[src/rtl/data_mem_responder.sv]
// Single-port data memory responder with a valid/ready request channel,
// a fixed number of wait states, sub-word loads/stores and error reporting.
module data_mem_responder #(
  parameter int WAIT_CYCLES = 2,
  parameter int DEPTH_WORDS = 32
) (
  input  logic        clk,
  input  logic        reset,
  input  logic        req_valid,
  output logic        req_ready,
  input  logic        req_write,
  input  logic [31:0] req_addr,
  input  logic [1:0]  req_size,
  input  logic        req_unsigned,
  input  logic [31:0] req_wdata,
  output logic        resp_valid,
  input  logic        resp_ready,
  output logic [31:0] resp_rdata,
  output logic        resp_err
);

  localparam int         IDX_W       = (DEPTH_WORDS > 1) ? $clog2(DEPTH_WORDS) : 1;
  localparam logic [3:0] WAIT_LOAD   = (WAIT_CYCLES > 0) ? 4'(WAIT_CYCLES - 1) : 4'd0;
  localparam logic [29:0] DEPTH_LIMIT = 30'(DEPTH_WORDS);

  typedef enum logic [1:0] {
    S_IDLE,
    S_WAIT,
    S_RESP
  } state_t;

  state_t state;
  state_t state_next;

  logic [3:0]  count;
  logic        cap_write;
  logic        cap_unsigned;
  logic [31:0] cap_addr;
  logic [31:0] cap_wdata;
  logic [1:0]  cap_size;

  logic [31:0] mem [DEPTH_WORDS];

  logic        accept;
  logic        enter_resp;
  logic        complete;

  logic        acc_write;
  logic        acc_unsigned;
  logic [31:0] acc_addr;
  logic [31:0] acc_wdata;
  logic [1:0]  acc_size;
  logic        acc_err;
  logic [IDX_W-1:0] acc_idx;
  logic [31:0] cur_word;
  logic [31:0] store_word;
  logic [31:0] load_data;
  logic [7:0]  load_byte;
  logic [15:0] load_half;

  // Handshake-level outputs are pure functions of the state.
  assign req_ready  = (state == S_IDLE);
  assign resp_valid = (state == S_RESP);

  // State register; reset abandons whatever transaction is in flight.
  always_ff @(posedge clk) begin
    if (reset) state <= S_IDLE;
    else       state <= state_next;
  end

  // Next-state logic plus the one-cycle event strobes that drive the datapath.
  always_comb begin
    state_next = state;
    accept     = 1'b0;
    enter_resp = 1'b0;
    complete   = 1'b0;
    case (state)
      S_IDLE: begin
        if (req_valid) begin
          accept = 1'b1;
          if (WAIT_CYCLES == 0) begin
            state_next = S_RESP;
            enter_resp = 1'b1;
          end else begin
            state_next = S_WAIT;
          end
        end
      end
      S_WAIT: begin
        if (count == 4'd0) begin
          state_next = S_RESP;
          enter_resp = 1'b1;
        end
      end
      S_RESP: begin
        if (resp_ready) begin
          state_next = S_IDLE;
          complete   = 1'b1;
        end
      end
      default: state_next = S_IDLE;
    endcase
  end

  // Capture the request on acceptance and run the wait-state counter.
  always_ff @(posedge clk) begin
    if (reset) begin
      count        <= 4'd0;
      cap_write    <= 1'b0;
      cap_unsigned <= 1'b0;
      cap_addr     <= 32'd0;
      cap_wdata    <= 32'd0;
      cap_size     <= 2'b00;
    end else if (accept) begin
      count        <= WAIT_LOAD;
      cap_write    <= req_write;
      cap_unsigned <= req_unsigned;
      cap_addr     <= req_addr;
      cap_wdata    <= req_wdata;
      cap_size     <= req_size;
    end else if (state == S_WAIT && count != 4'd0) begin
      count <= count - 4'd1;
    end
  end

  // With zero wait states the access completes on the accepting edge, so the
  // live request is used in IDLE and the captured copy everywhere else.
  always_comb begin
    if (state == S_IDLE) begin
      acc_write    = req_write;
      acc_unsigned = req_unsigned;
      acc_addr     = req_addr;
      acc_wdata    = req_wdata;
      acc_size     = req_size;
    end else begin
      acc_write    = cap_write;
      acc_unsigned = cap_unsigned;
      acc_addr     = cap_addr;
      acc_wdata    = cap_wdata;
      acc_size     = cap_size;
    end
  end

  assign acc_idx = acc_addr[IDX_W+1:2];

  // Reject illegal sizes, misaligned accesses and addresses past the storage.
  always_comb begin
    acc_err = 1'b0;
    case (acc_size)
      2'b00:   acc_err = 1'b0;
      2'b01:   acc_err = acc_addr[0];
      2'b10:   acc_err = (acc_addr[1:0] != 2'b00);
      default: acc_err = 1'b1;
    endcase
    if (acc_addr[31:2] >= DEPTH_LIMIT) acc_err = 1'b1;
  end

  // Lane selection for loads and read-modify-write merge for stores.
  always_comb begin
    cur_word = mem[acc_idx];
    case (acc_addr[1:0])
      2'b00:   load_byte = cur_word[7:0];
      2'b01:   load_byte = cur_word[15:8];
      2'b10:   load_byte = cur_word[23:16];
      default: load_byte = cur_word[31:24];
    endcase
    load_half = acc_addr[1] ? cur_word[31:16] : cur_word[15:0];
    case (acc_size)
      2'b00:   load_data = acc_unsigned ? {24'd0, load_byte} : {{24{load_byte[7]}}, load_byte};
      2'b01:   load_data = acc_unsigned ? {16'd0, load_half} : {{16{load_half[15]}}, load_half};
      default: load_data = cur_word;
    endcase
    store_word = cur_word;
    case (acc_size)
      2'b00: begin
        case (acc_addr[1:0])
          2'b00:   store_word[7:0]   = acc_wdata[7:0];
          2'b01:   store_word[15:8]  = acc_wdata[7:0];
          2'b10:   store_word[23:16] = acc_wdata[7:0];
          default: store_word[31:24] = acc_wdata[7:0];
        endcase
      end
      2'b01: begin
        if (acc_addr[1]) store_word[31:16] = acc_wdata[15:0];
        else             store_word[15:0]  = acc_wdata[15:0];
      end
      default: store_word = acc_wdata;
    endcase
  end

  // Response registers load on the edge entering RESP and hold until completion.
  always_ff @(posedge clk) begin
    if (reset) begin
      resp_rdata <= 32'd0;
      resp_err   <= 1'b0;
    end else if (enter_resp) begin
      resp_err   <= acc_err;
      resp_rdata <= (acc_err || acc_write) ? 32'd0 : load_data;
    end else if (complete) begin
      resp_rdata <= 32'd0;
      resp_err   <= 1'b0;
    end
  end

  // Storage: cleared by reset, written only by a legal store entering RESP.
  always_ff @(posedge clk) begin
    if (reset) begin
      for (int i = 0; i < DEPTH_WORDS; i++) mem[i] <= 32'd0;
    end else if (enter_resp && acc_write && !acc_err) begin
      mem[acc_idx] <= store_word;
    end
  end

endmodule

[config.mk]
export PLATFORM = sky130hd
export DESIGN_NAME = data_mem_responder
export DESIGN_NICKNAME = d
export VERILOG_FILES = /design/src/rtl/data_mem_responder.sv
export SDC_FILE = /design/constraint.sdc
export NUM_CORES = 2
export LEC_CHECK = 0
export BUFFER_PORTS_ARGS = -buffer_cell sky130_fd_sc_hd__buf_2
export CORE_UTILIZATION = 40
export DETAILED_ROUTE_END_ITERATION = 10
export GPL_TIMING_DRIVEN = 0
export PLACE_DENSITY_LB_ADDON = 0.25
export SLEW_MARGIN = 20
export SYNTH_ARGS = -nofsm -noshare
export SYNTH_HDL_FRONTEND = slang
export SYNTH_SLANG_ARGS = --single-unit
[constraint.sdc]
create_clock -name clk -period 8.7 [get_ports clk]
set_input_delay 1.305 -clock clk [delete_from_list [all_inputs] [get_ports clk]]
set_output_delay 1.305 -clock clk [all_outputs]
set_load 0.01 [all_outputs]
After elaboration in Yosys (flattened, before gate mapping)
Memory sizes are Yosys's and may differ from the RTL's.
Cells that the tools add are included.
{ "word_totals": {"in_bits": 72, "memories": 1, "regBits": 107, "ramBits": 1024, "output_inout_bits": 35, "word_cells": 83} }
{ "op_classes": {"n_eq_ne": 9, "reduce_logical": 17, "addsub": 1, "mux": 44, "order_cmp": 1} }
{ "mem_list": {"columns": ["memory", "words", "width", "rd", "rd_ports_with_merged_regs", "write_ports", "line_no", "source"], "rows": [
  ["mem", 32, 32, 1, 0, 32, "42", "logic [31:0] mem [DEPTH_WORDS];"]
]} }
{ "ops": {"columns": ["op", "n"], "rows": [
  ["two-way mux 32 bit", 8],
  ["one-hot mux 32 bit (2 select lines)", 2],
  ["two-way mux 16 bit", 3],
  ["two-way mux 8 bit", 4],
  ["OR reduction 32 bit", 1],
  ["greater-or-equal comparator 30 x 6 -> 1 bit (second input constant)", 1],
  ["one-hot mux 8 bit (3 select lines)", 1],
  ["two-way mux 1 bit", 19],
  ["two-way mux 2 bit", 4],
  ["equality test 2 x 1 -> 1 bit (second input constant)", 3],
  ["equality test 2 bit (second input constant)", 3],
  ["logical NOT 2 bit", 3],
  ["one-hot mux 2 bit (3 select lines)", 1],
  ["nonzero test 2 bit", 3],
  ["two-way mux 5 bit", 1],
  ["logical NOT 4 bit", 1],
  ["!= test 2 bit (second input constant)", 2],
  ["nonzero test 4 bit", 1],
  ["subtractor 4 x 1 -> 4 bit (second input constant)", 1],
  ["logical AND 1 bit", 3],
  ["one-hot mux 1 bit (3 select lines)", 1],
  ["AND reduction 3 bit", 1],
  ["OR reduction 3 bit", 1],
  ["!= test 2 x 1 -> 1 bit (second input constant)", 1],
  ["other kinds (3)", 3]
]} }

Longest topological paths before layout
{ "logic_depth": {"depth_word": 12, "depth_mapped": 16, "mapped_depth_nobuf": 11} }

Worst setup path after synthesis
OpenSTA, ideal clock, no wires.
{ "synth_path": {"kind": "input port to flip-flop", "start": "input req_size[1]", "end": "memory mem[17][0] (enable)", "setup_slack_ns": 4.217, "path_stages": 9, "n_path_buf": 1, "required_ns": 8.306, "arrival_ns": 4.089, "path_cell_list": "clkbuf_1 -> or3_1 -> o31a_1 -> a211oi_1 -> o21ai_1 -> or3b_4 -> nor3_1 -> nand2b_1 -> nand2b_1"} }
{ "synth_rtl": {"columns": ["item", "line_no", "source"], "rows": [
  ["start: declaration", "13", "input logic [1:0] req_size,"],
  ["end: declaration", "42", null]
]} }

==> impl_metrics.py <==
metrics = {
    "hold_path": {
        "min_path_type": "reg -> reg",
        "worst_hold_startpoint": "resp_rdata[4]$_SDFFE_PP0P_",
    },
    "yosys": {
        "synth_cell_types": 63,
        "yosysMostFrequentCell": "edfxtp_1",
        "synth_area_leader_cell": "edfxtp_1",
        "syn-num-nets": 4211,
        "yosys-top-cells-area": "edfxtp_1 (64%), nor2_1 (6.7%), o22ai_1 (6.7%), dfxtp_1 (4.4%), o21ai_0 (2.7%)",
        "ys.flop_type": "edfxtp_1",
        "ys.warnings.count": 0,
        "synth_area_um2": 48200,
        "ys_async_sr_fraction": 0,
        "synth_edf_count": 1024,
        "seq_area_frac_synth": 0.683,
        "synth_seq_cells": 1131,
        "synth_area_per_cell_um2": 11.6,
        "yosysTopAreaCellShare": 0.638,
        "syn_inst": 4138,
        "synthTopCellsByCount": "edfxtp_1 (1024), nor2_1 (865), o22ai_1 (516), nand2_1 (262), o21ai_0 (259)",
    },
    "grt": {
        "grt_antenna_before_repair": 16,
        "track_usage": 0.350,
        "grt_pass1_wl_mm": 291,
        "grt_pass1_vias": 36336,
        "grt_max_degree": 33,
        "overflow": 0,
    },
    "critical_path": {
        "critical_path.startpoint": "req_addr[3]",
        "crit_chain": "buf_2 > nor4b_1 > a31oi_2 > buf_2 > buf_6 > buf_2 > o22ai_1 > o21ai_0 > nand4_1 > nor2_1 > a21oi_1 > o221ai_2 > clkbuf_1 > nor2b_1",
        "slowest_stage": "o221ai_2",
        "cp-start-kind": "input port",
        "path_common_cell": "buf_2",
        "crit_type": "in -> reg",
        "critPathRequiredTime_ps": 9270,
        "max_stage_delay_ps": 850,
        "worst-path-buf-inv": 5,
        "reg2reg_from": "state[1]$_SDFFE_PP0P_",
        "path_max_fanout": 10,
        "endpoint_kind": "flop",
        "crit_family": "compound AO/OA/AOI/OAI gates",
        "worstPathArrival_ps": 6880,
    },
    "placed_design": {
        "place.gp.congestion": 1.00,
        "preCtsSetupSlack_ps": 2140,
        "dpl.hpwl_mm": 144,
        "port_buffers": 105,
    },
    "sta": {
        "worst_slew_pin_slew_ps": 1330,
        "slew_headroom": 0.116,
        "fmax_mhz": 158,
        "fin_ws_ps": 2390,
        "skew_ps": 49.0,
        "setup_violations": 0,
        "slew_violations": 0,
        "fin_crit_ps": 6310,
        "hold_viol_final": 0,
        "fin_crit_sh": 0.725,
        "tns_ps": 0,
        "rsz0062_at_grt": "false",
    },
    "cts": {
        "cts_hold_buf": 0,
        "clock_sinks": 1131,
        "cts-root-buf": "clkbuf_16",
        "cts_tree": "yes",
        "cts_resized": 0,
        "insertion_delay_ps": 760,
        "clk_pin_slew_ps": 60,
        "numCtsBuffers": 117,
        "htree_levels": 3,
        "ctsLongestPathBuffers": 3,
        "cts_setup_buffers": 0,
    },
    "floorplan": {
        "io_pins": 107,
        "die_width_um": 349,
        "coreArea_um2": 119000,
        "dieArea_um2": 122000,
        "initial_utilization": 0.406,
        "rows": 126,
        "fp.dieH_um": 349,
    },
    "drt": {
        "post_drt_via_cell_ratio": 6.48,
        "detail_route.first_pass.iterations": 9,
        "routedWlPerCell_um": 35.8,
        "ant_nets": 0,
        "vias": 39543,
        "routed_wl_mm": 218,
        "drt_iter0_drc": 7577,
        "drc": 0,
    },
    "final_layout": {
        "final_nets": 4466,
        "fillers": 10859,
        "final_layout_size_suffix_gt1_frac": 0.129,
        "area_growth_pct": 15.0,
    },
    "power_and_ir_drop": {
        "powerDensity_nw_per_um2": 251,
        "p_leak_nw": 19.4,
        "peakVddDrop_mv": 0.169,
    },
    "job": {
        "cap_violations": 0,
    },
    "status": {
        "status": "finished, final reports clean",
    },
}
==> metal layers <==
layer / GRT usage / part of all wire
met4: 0.241 / 0.081
met3: 0.143 / 0.16
met1: 0.424 / 0.34
met2: 0.506 / 0.42
met5: 0.0116 / 0.00098
==> tightest hold or removal path, delay by kind of cell (launching register included) <==
family / cells / cell delay (ps)
flip-flops: 1 / 310
AND/OR/NAND/NOR: 2 / 90
==> flip-flops by register name, summed over array words and instances, names as in the netlist <==
register	cells
cap_addr	32
cap_size	2
cap_unsigned	1
cap_wdata	32
cap_write	1
count	4
mem	1024
resp_err	1
resp_rdata	32
state	2
==> per-stage QoR <==
step	area (um^2)	hold WS (ps)	utilization	instances	power [mW]
after global placement	50700	426	0.427	5843	8.76
after CTS	55300	438	0.466	6091	13.7
after detailed placement	51600	430	0.435	5872	8.81
after floorplan	48200	431	-	4138	7.63
final	55400	435	0.467	6104	13.9
after global routing	55400	451	0.467	6095	14.1
==> layout by cell type, fill, tap and decap left out, types with 29 or more instances in the layout <==
| cell | n |
|---|---|
| dfxtp_1 | 107 |
| nand4_1 | 64 |
| nor3_1 | 62 |
| a21oi_1 | 98 |
| o21ai_1 | 42 |
| clkbuf_16 | 122 |
| clkinv_1 | 29 |
| nor2b_1 | 200 |
| nor2_1 | 858 |
| mux2i_1 | 37 |
| buf_2 | 224 |
| nand2_1 | 262 |
| nand2b_4 | 32 |
| o22ai_1 | 516 |
| edfxtp_1 | 1024 |
| o21ai_0 | 259 |
| clkbuf_1 | 226 |
==> logic make-up (layout without fill, tap and decap cells) <==
logic type / after synthesis / count (layout) / share of synthesized area
other: 0 / 11 / 0
DFF: 1131 / 1131 / 0.683
buffers and inverters: 404 / 759 / 0.0396
and+or+nand+nor: 1545 / 1545 / 0.141
xor gates and xnor gates: 2 / 2 / 0.000364
AOI/OAI and AO/OA: 1014 / 1014 / 0.128
muxes: 41 / 41 / 0.00862
adders and majority gates: 1 / 1 / 0.000260
==> power by group <==
| group | total, mW | switching (mW) | internal [mW] |
|---|---|---|---|
| Clock | 5.03 | 2.22 | 2.80 |
| Sequential | 6.15 | 0.0619 | 6.09 |
| Combinational | 2.73 | 2.07 | 0.663 |
| Total | 13.9 | 4.35 | 9.56 |
==> layout make-up <==
class | instances | area (um^2) | share of cell area
antenna | 11 | 27.5 | 0.000497
tap | 1600 | 2000 | 0.0361
inverter | 8 | 30.0 | 0.000542
multi-input combinational | 2603 | 13700 | 0.247
clock buffer | 148 | 3180 | 0.0573
buffer | 396 | 1890 | 0.0342
clock inverter | 71 | 549 | 0.00991
sequential | 1131 | 32900 | 0.594
timing repair buffer | 136 | 1150 | 0.0208
==> worst paths after layout <==
| kind | end | slack, ps | depth (start not counted) |
|---|---|---|---|
| setup / recovery | mem[25][24]$_SDFFCE_PN0P_ | 2390 | 14 |
| hold / removal | resp_rdata[4]$_SDFFE_PP0P_ | 440 | 2 |
| setup reg to reg | mem[10][4]$_SDFFCE_PN0P_ | 2450 | 13 |
| hold reg to reg | resp_rdata[4]$_SDFFE_PP0P_ | 440 | 2 |
Power figures use the tool's default switching activity.
